==> config.mk <==
export PLATFORM = sky130hd
export DESIGN_NAME = production_tally
export DESIGN_NICKNAME = d
export VERILOG_FILES = /design/src/rtl/production_pkg.sv /design/src/rtl/production_tally_bcd_digit.sv /design/src/rtl/production_tally.sv
export SDC_FILE = /design/constraint.sdc
export NUM_CORES = 1
export LEC_CHECK = 0
export CORE_MARGIN = 3
export CORE_UTILIZATION = 50
export DETAILED_ROUTE_END_ITERATION = 12
export GPL_TIMING_DRIVEN = 0
export PLACE_DENSITY = 0.8
export SYNTH_ARGS = -nofsm -noshare
export SYNTH_HDL_FRONTEND = slang
export SYNTH_SLANG_ARGS = --single-unit
==> constraint.sdc <==
create_clock -name clock -period 2.7 [get_ports clock]
set_clock_uncertainty 0.05 [all_clocks]
set_input_delay 0.27 -clock clock [delete_from_list [all_inputs] [get_ports clock]]
set_output_delay 0.27 -clock clock [all_outputs]
set_load 0.02 [all_outputs]
==> src/rtl/production_pkg.sv <==
// production_pkg: shared BCD helpers for the production tally block
package production_pkg;
  localparam int BCD_W = 4;
  function automatic logic [31:0] to_bcd(int v);
    logic [31:0] r;
    r = '0;
    for (int i = 0; i < 8; i++) begin
      r[BCD_W*i+:BCD_W] = 4'(v % 10);
      v = v / 10;
    end
    return r;
  endfunction
  // valid packed BCD orders the same as plain binary
  function automatic logic bcd_le(logic [31:0] a, logic [31:0] b);
    return a <= b;
  endfunction
endpackage

==> src/rtl/production_tally_bcd_digit.sv <==
// bcd_digit: one decade of a BCD up/down counter with load and clear
module bcd_digit
  import production_pkg::*;
#(
  parameter logic [BCD_W-1:0] RST_VAL = '0
) (
  input  logic             clock,
  input  logic             reset,
  input  logic             inc,
  input  logic             dec,
  input  logic             load,
  input  logic             clear,
  input  logic [BCD_W-1:0] load_val,
  output logic [BCD_W-1:0] q,
  output logic             carry,
  output logic             borrow
);
  logic [BCD_W-1:0] q_d, q_q;
  always_comb
    q_d = clear ? '0 :
          load  ? load_val :
          inc   ? (q_q == 4'd9 ? 4'd0 : q_q + 4'd1) :
          dec   ? (q_q == 4'd0 ? 4'd9 : q_q - 4'd1) : q_q;
  always_ff @(posedge clock or posedge reset)
    if (reset) q_q <= RST_VAL;
    else q_q <= q_d;
  assign q = q_q;
  assign carry = inc && q_q == 4'd9;
  assign borrow = dec && q_q == 4'd0;
endmodule

==> src/rtl/production_tally.sv <==
// production_tally: bottle pack/batch counting and BCD cork stock tracking
module production_tally
  import production_pkg::*;
#(
  parameter int PACK_SIZE    = 12,
  parameter int PACK_W       = 4,
  parameter int DIGITS       = 2,
  parameter int BATCH_TARGET = 10,
  parameter int AUTO_CLEAR   = 1,
  parameter int CORK_DIGITS  = 2,
  parameter int CORK_REFILL  = 99,
  parameter int CORK_LOW     = 5
) (
  input  logic                         clock,
  input  logic                         reset,
  input  logic                         enable,
  input  logic                         bottle_done,
  input  logic                         cork_used,
  input  logic                         cork_refill,
  input  logic                         clear_batch,
  output logic [PACK_W-1:0]            pack_count,
  output logic                         pack_done,
  output logic [BCD_W*DIGITS-1:0]      batch_bcd,
  output logic                         batch_full,
  output logic                         bottle_dropped,
  output logic [BCD_W*CORK_DIGITS-1:0] cork_bcd,
  output logic                         cork_low,
  output logic                         cork_empty
);
  localparam bit AC = AUTO_CLEAR != 0;
  localparam logic [31:0] TGT_M1 = to_bcd(BATCH_TARGET - 1);
  localparam logic [31:0] REFILL_BCD = to_bcd(CORK_REFILL);
  localparam logic [31:0] LOW_BCD = to_bcd(CORK_LOW);
  if (BATCH_TARGET < 1 || BATCH_TARGET >= 10 ** DIGITS) begin : g_bad_target
    $error("BATCH_TARGET out of range for DIGITS");
  end
  if (CORK_REFILL >= 10 ** CORK_DIGITS) begin : g_bad_refill
    $error("CORK_REFILL out of range for CORK_DIGITS");
  end
  if (CORK_LOW >= CORK_REFILL) begin : g_bad_low
    $error("CORK_LOW must be below CORK_REFILL");
  end
  logic [PACK_W-1:0] pack_d, pack_q;
  logic pack_done_d, pack_done_q, full_d, full_q, dropped_d, dropped_q;
  logic batch_inc, batch_clr, cork_dec;
  logic [DIGITS:0] b_inc;
  logic [DIGITS-1:0] b_brw;
  logic [CORK_DIGITS:0] c_dec;
  logic [CORK_DIGITS-1:0] c_car;
  // target is caught one step early so auto-clear can zero the digits in the same edge
  always_comb begin
    pack_d = pack_q;
    pack_done_d = 1'b0;
    dropped_d = 1'b0;
    full_d = AC ? 1'b0 : full_q;
    batch_inc = 1'b0;
    batch_clr = clear_batch;
    if (clear_batch) begin
      pack_d = '0;
      full_d = 1'b0;
    end else if (enable && bottle_done) begin
      if (!AC && full_q) dropped_d = 1'b1;
      else if (pack_q == PACK_W'(PACK_SIZE - 1)) begin
        pack_d = '0;
        pack_done_d = 1'b1;
        batch_inc = 1'b1;
        if (batch_bcd == TGT_M1[BCD_W*DIGITS-1:0]) begin
          full_d = 1'b1;
          batch_clr = AC;
        end
      end else pack_d = pack_q + 1'b1;
    end
  end
  always_ff @(posedge clock or posedge reset)
    if (reset) begin
      pack_q <= '0;
      pack_done_q <= 1'b0;
      full_q <= 1'b0;
      dropped_q <= 1'b0;
    end else begin
      pack_q <= pack_d;
      pack_done_q <= pack_done_d;
      full_q <= full_d;
      dropped_q <= dropped_d;
    end
  assign b_inc[0] = batch_inc;
  for (genvar i = 0; i < DIGITS; i++) begin : g_batch
    bcd_digit #(.RST_VAL(4'd0)) u_digit (
      .clock, .reset, .inc(b_inc[i]), .dec(1'b0), .load(1'b0), .clear(batch_clr),
      .load_val(4'd0), .q(batch_bcd[BCD_W*i+:BCD_W]), .carry(b_inc[i+1]), .borrow(b_brw[i])
    );
  end
  assign cork_dec = enable && cork_used && !cork_refill && !cork_empty;
  assign c_dec[0] = cork_dec;
  for (genvar i = 0; i < CORK_DIGITS; i++) begin : g_cork
    bcd_digit #(.RST_VAL(REFILL_BCD[BCD_W*i+:BCD_W])) u_digit (
      .clock, .reset, .inc(1'b0), .dec(c_dec[i]), .load(cork_refill), .clear(1'b0),
      .load_val(REFILL_BCD[BCD_W*i+:BCD_W]), .q(cork_bcd[BCD_W*i+:BCD_W]),
      .carry(c_car[i]), .borrow(c_dec[i+1])
    );
  end
  // neither counter may run off its top digit
  a_no_wrap: assert property (@(posedge clock) disable iff (reset)
    !b_inc[DIGITS] && b_brw == '0 && !c_dec[CORK_DIGITS] && c_car == '0);
  assign pack_count = pack_q;
  assign pack_done = pack_done_q;
  assign batch_full = full_q;
  assign bottle_dropped = dropped_q;
  assign cork_empty = cork_bcd == '0;
  assign cork_low = bcd_le(32'(cork_bcd), LOW_BCD);
endmodule
==> results of run 1 <==
==> state kept, by name, indices dropped and copies added, names as in the netlist <==
signal	cells
g_batch.u_digit.q	8
pack_count	4
g_cork.u_digit.q	8
pack_done	1
batch_full	1
==> through the flow <==
stage / power, mW / hold WS [ns]
detailed placement: 0.413 / 0.519
global placement: 0.411 / 0.507
global route: 0.686 / 0.257
floorplan: 0.384 / 0.206
CTS: 0.669 / 0.244
finish: 0.665 / 0.238
==> cell usage in the layout, fill, tap and decap left out, types with 2 or more instances in the layout <==
master	synthesis	routed
clkdlybuf4s50_1	0	29
dfrtp_1	18	18
nor2_1	17	17
nand2_1	13	13
a21oi_1	11	11
ha_1	11	11
inv_1	10	10
nand2b_1	6	6
o21ai_0	6	6
nor3_1	5	5
nand3_1	5	5
mux2i_1	4	4
dfstp_2	4	4
a211oi_1	3	3
or3_1	3	3
clkbuf_4	0	3
nor2b_1	2	2
and3_1	2	2
clkbuf_1	2	2
and3b_2	2	2
nand4_1	2	2
xnor2_1	2	2
==> kinds of logic after synthesis <==
family / share of synthesized area (%)
compound gates: 12.3
simple gates: 26.0
buf+inv: 4.24
other cells: 0.282
mux: 3.02
xor+xnor: 1.98
fa+ha+maj: 10.4
flops: 41.8
==> synthesized netlist by cell type (all sizes together), types with 3 or more instances <==
cell type / number
dfstp: 4
o21ai: 6
mux2i: 4
inv: 10
nor3: 5
nand2: 13
and3b: 3
or3: 3
a211oi: 3
nand3: 6
dfrtp: 18
nand2b: 6
ha: 11
a21oi: 11
nor2: 17
==> worst register-to-register path: stages, from the launching register on <==
cell      delay [ns]
dfstp_2         0.59
inv_1           0.07
ha_1            0.22
or3b_4          0.26
and3_1          0.15
clkbuf_1        0.21
a21oi_1         0.10
a31o_2          0.21
==> area by class of cell <==
cell class / count / area [µm²] / share of cell area [%]
clock inverters: 1 / 30.0 / 1.76
inverters: 10 / 37.5 / 2.20
multi-input cells: 110 / 716 / 41.9
flip-flops and latches: 22 / 556 / 32.5
clock buffers: 3 / 22.5 / 1.32
well taps: 30 / 37.5 / 2.20
plain buffers: 4 / 18.8 / 1.10
repair buffers: 29 / 290 / 17.0
==> worst max path at each step <==
| stage | endpoint | slack [ns] | cells past startpoint |
|---|---|---|---|
| 5_1_grt | cork_empty | 0.02 | 5 |
| 3_5_place_dp | cork_empty | 0.46 | 5 |
| 2_1_floorplan | cork_empty | 0.75 | 4 |
| 3_3_place_gp | cork_empty | 0.50 | 5 |
| 6_report | cork_empty | 0.10 | 5 |
| 4_1_cts | cork_empty | 0.09 | 5 |
==> power groups by stage <==
stage / sequential, mW / clock (mW) / combinational [mW]
after floorplan: 0.352 / 0 / 0.0325
after global placement: 0.347 / 0 / 0.0635
after detailed placement: 0.347 / 0 / 0.0651
after CTS: 0.341 / 0.262 / 0.0656
after global routing: 0.342 / 0.272 / 0.0715
final: 0.341 / 0.259 / 0.0646
==> per-layer routing <==
metal | up-vias | track usage, % | wire [µm]
met5 | - | 0 | 0
met4 | 0 | 9.93 | 55
met3 | 5 | 2.49 | 104
met2 | 19 | 27.7 | 1260
met1 | 537 | 21.6 | 1290
li1 | 568 | - | -
==> results.md, run 1 <==
- Antenna cells: 0
- VDD IR-drop max: 0.336 mV
- Area growth syn-to-layout: 28.7%
- RSZ-0062 raised after global routing: no
- Initial antenna violation count: 0
- Psw: between 150 and 200 µW
- FF+latch count, synth: 22
- Period utilization: a little over nine tenths
- Setup violations, final: 0
- Reg power frac: roughly 50%
- Total global routing overflow: 0
- CTS tree: yes
- FILL cells: ~200
- Vias in the first global route: 1072
- Die H: about 58 µm
- Worst Hold Path Cells: 2
- Final TNS setup: 0 ns
- Clock slew at the register clock pins of the worst setup and hold paths: roughly 0.13 ns
- Post-DR vias/cell: ~5.4
- Die area: between 3000 and 4000 µm²
- CP Max Fanout: 4
- Status: completed
- Post-synth EDFFs: 0
- Fin util: 68.3%
- Worst R2R Start: g_cork[1].u_digit.q[0]
- CTS max path bufs: 2
- Layout Nets: roughly 200
- Via Count: approximately 1100
- Setup repair bufs after CTS: 0
- R2R Path End: g_cork[1].u_digit.q[2]
- # DRC: 0
- Clk root buf: clkbuf_4
- Worst R2R Setup Slack: roughly 0.76 ns
- Worst hold start: cork_refill
- Minimum clock period: around 2.6 ns
- Syn_nets: 164
- Placement Setup Slack: approximately 0.46 ns
- Hold Vio Cnt, Final: 0
- Die extent in x: around 58 µm
- Slowest cell on the critical path: clkdlybuf4s50_1
- Crit. Startpoint: g_cork[1].u_digit.q[1]
- Post-CTS Resized: 0
- YS warnings: 0
- Clock power frac: 39.0%
- Largest net degree at the start of global routing: 23
- Worst setup margin: 0.102 ns
- DP Area: about 1700 µm²
- CTS Buf Count: 3
- Routed Wire Length: around 2.7 mm
- Async S/R FF share, synth: 100%
- Post-DRT Antenna Nets: 0
- Main synth FF type: dfrtp_1
- CTS H-tree lvls: 1
- Delay-heaviest family, CP: buffers and inverters
- Syn Std Cell Area: around 1300 µm²
- Distinct cells, synth: 38
- Routed WL per cell: 13.0 µm
- Mapped Cells: approximately 150
- Iter 0 DRT Violations: 15
- # IOs: 32
- Mean post-synth cell area: slightly above 9 µm²
- Worst path max stage delay: 0.65 ns
- Tightest Hold Check Type: input port to flop
- Fin area: 1710 µm²
- Max Cap Viol: 0
- Critical path type: flop to output pin
- Core ar.: around 2500 µm²
- FP Rows: 18
- Cell total after placement: 205
- Register area share after synthesis: about two fifths
- CTS sink cnt: 22
- Initial DRT Pass Iterations: 6
- Max Freq: 385 MHz
- Hold-fix buffers at CTS: 0
- Hold EP: g_cork[0].u_digit.q[2]
- Yosys top cell area share: roughly 34%
- Fin cells: 209
- First-pass GRT wire length: approximately 4.5 mm
- Initial core utilization: between 50 and 60%
- Area leader, netlist: dfrtp_1
- Synth top area cells: dfrtp_1, ha_1, dfstp_2
- Worst endpoint required time: roughly 2.4 ns
- Share of cells above drive strength 1: between 8 and 9%
- Least-Margin Pin Slew: just over 0.8 ns
- Leakage: slightly above 0.7 nW
- Post-DP HPWL: between 2 and 2.5 mm
- Worst setup SP type: flop
- Arr. time, crit path: roughly 2.3 ns
- Total GRT Usage: between 15 and 20%
- CP Buf/Inv Count: 2
- Cell-internal power: between 500 and 600 µW
- R2r worst-path depth: 7
- Worst slew margin: a little under half
- Placer congestion estimate: 0.789
- Combinational power share: under 10%
- Switching share of power: between 20% and 30%
- CP Cell Sequence: inv_1, ha_1, or3b_4, nor3_1, clkdlybuf4s50_1
- Clk_lat worst skew: about 0.32 ns
- Final count of pins violating max slew: 0
- Port Buffer Count: 29
- Power Density: approximately 400 nW/µm²
- Endpoint class of the critical path: output pin
Power figures use the tool's default switching activity.
==> run 2: changes to the inputs <==
Settings changed: PLACE_DENSITY 0.8 to 0.77, SYNTH_HIERARCHICAL from default to 1.
Clock period 2.7 ns to 2.1 ns, I/O delays scaled along.
==> run 2 against run 1 <==
Net effect: the run now ends with setup timing left; non-clock buffer count up 30; sequential power up 49%; total power up 100%; final area up 77%; synthesized area up 61%; final cell count up 88%; die area up 54%; worst setup slack worse by 0.17 ns; critical path depth up 4; global-route usage up 4.3 points.
==> results.md, run 2 <==
- Crit. Startpoint: pack_count[0]
- Post-DP HPWL: between 3 and 4 mm
- # DRC: 0
- CTS H-tree lvls: 1
- CP Max Fanout: 7
- Status: finished with violations
- Initial core utilization: between 50% and 60%
- Worst path max stage delay: between 0.3 and 0.4 ns
- Vias in the first global route: a little under 2000
- Core ar.: approximately 4000 µm²
- Placement Setup Slack: -0.540 ns
- Largest net degree at the start of global routing: 13
- Syn Std Cell Area: between 2000 and 2500 µm²
- Port Buffer Count: 30
- FP Rows: 23
- Final hold slack: 0.230 ns
- Die area: slightly above 5000 µm²
- CP Cell Sequence: ha_4, nand3b_4, nor3_4, buf_6, and3b_1, and2_4, nor2_4, or3_4, o32ai_4
- Final Power: approximately 1.4 mW
- Clock slew at the register clock pins of the worst setup and hold paths: around 0.08 ns
- Most frequent cells in the layout: conb_1, inv_1, clkdlybuf4s50_1
- Die extent in x: 71.3 µm
- Failing checks: setup timing
- CTS sink cnt: 22
- Via Count: 2116
- Iter 0 DRT Violations: 78
- Minimum clock period: ~2.2 ns
- Worst setup SP type: flop
- Total GRT Usage: about a fifth
- Commonest non-fill, non-tap cell in the layout: conb_1
- CTS max path bufs: 2
- Initial DRT Pass Iterations: 4
- Die H: between 70 and 80 µm
- Register area: roughly 560 µm²
- Delay-heaviest family, CP: simple AND/OR/NAND/NOR gates
- Setup violations, final: 4
- Layout Nets: approximately 370
- Max Cap Viol: 0
- Hold Vio Cnt, Final: 0
- # IOs: 32
- Area growth syn-to-layout: 41.8%
- Worst setup margin: -0.0670 ns
- Period utilization: 103%
- CTS tree: yes
- Worst R2R Start: pack_count[0]
- Antenna cells: 0
- FILL cells: about 320
- Post-DRT Antenna Nets: 0
- Power Density: approximately 450 nW/µm²
- Tightest Hold Check Type: input port to async pin
- Slowest cell on the critical path: dfrtp_2
- Post-DR vias/cell: approximately 5.4
- Arr. time, crit path: about 2.3 ns
- Final count of pins violating max slew: 0
- Share of cells above drive strength 1: 21.9%
- Clk_lat worst skew: between 0.2 and 0.3 ns
- Critical path type: flop to flop
- Total global routing overflow: 0
- Area occupied by multi-input gates: roughly 1700 µm²
- Max Freq: ~460 MHz
- Endpoint class of the critical path: flop
- Routed Wire Length: ~5.5 mm
- Placer congestion estimate: ~0.82
- Clk root buf: clkbuf_8
- Worst endpoint required time: ~2.2 ns
- VDD IR-drop max: 0.342 mV
- Routed WL per cell: ~14 µm
- Mean post-synth cell area: ~8.5 µm²
- Initial antenna violation count: 0
- RSZ-0062 raised after global routing: yes
- Hold-fix buffers at CTS: 0
- Leakage: between 1 and 1.5 nW
- First-pass GRT wire length: 8.94 mm
- Mapped Cells: ~250
- CP Buf/Inv Count: 1
- YS warnings: 6
- CTS Buf Count: 3
-- run 2: cell types whose count changed in the layout (fill, tap and decap cells not counted), sizes merged, moves of 6 or more --
cell	before	now
nand2b	6	0
conb	1	39
nor2b	2	12
ha	11	17
o32ai	0	8
inv	10	26
nor4b	0	8
nand2	13	7
nor3	5	16
a21oi	11	23
buf	2	29
a211oi	3	12
nor4	0	6
-- run 2: final timing paths --
kind                                      endpoint  slack [ns]  cells past startpoint
max                        g_batch[1].u_digit/q[1]       -0.07                      9
min                        g_batch[0].u_digit/q[2]        0.23                      2
max reg2reg                g_batch[1].u_digit/q[1]       -0.07                      9
min reg2reg                          pack_count[2]        0.57                      2
max in group asynchronous            pack_count[0]        1.51                      2
min in group clock                   pack_count[1]        0.37                      3
-- run 2: routing by layer --
metal | vias up | share of wire, % | global-route usage [%]
met3 | 2 | 2.7 | 4.07
met4 | 0 | 0.072 | 3.13
li1 | 1074 | - | -
met1 | 1014 | 46 | 28.7
met5 | - | 0 | 0
met2 | 26 | 51 | 36.5
-- run 2: power breakdown --
group          switching [mW]  internal, mW  total [mW]
logic                   0.282         0.259       0.541
registers              0.0519         0.456       0.508
clock network           0.134         0.167       0.302
-- run 2: what timing repair did --
| item | in CTS | in global routing |
|---|---|---|
| setup endpoints to repair | 12 | 10 |
| pin swaps | 3 | 11 |
| cloned | 0 | 0 |
| setup buffers | 13 | 9 |
| endpoints found under the hold margin | 0 | 0 |
| resized for setup | 6 | 12 |
-- run 2: cell type report --
type	instances	area share, %
Inverter	26	3.23
Clock buffer	4	1.82
Tap cell	50	2.07
Timing Repair Buffer	51	15.1
Sequential cell	22	18.6
Multi-Input combinational cell	228	55.9
Buffer	12	3.35
-- run 2: through the flow --
step	setup TNS (ns)	std cells	instance area, µm²	util [%]
final	-0.158	393	3020	74.5
after global routing	-0.609	393	3020	74.5
after CTS	-0.250	386	2910	71.7
after detailed placement	-3.30	369	2750	67.7
after global placement	-3.04	369	2750	67.7
after floorplan	-0.110	289	2380	-
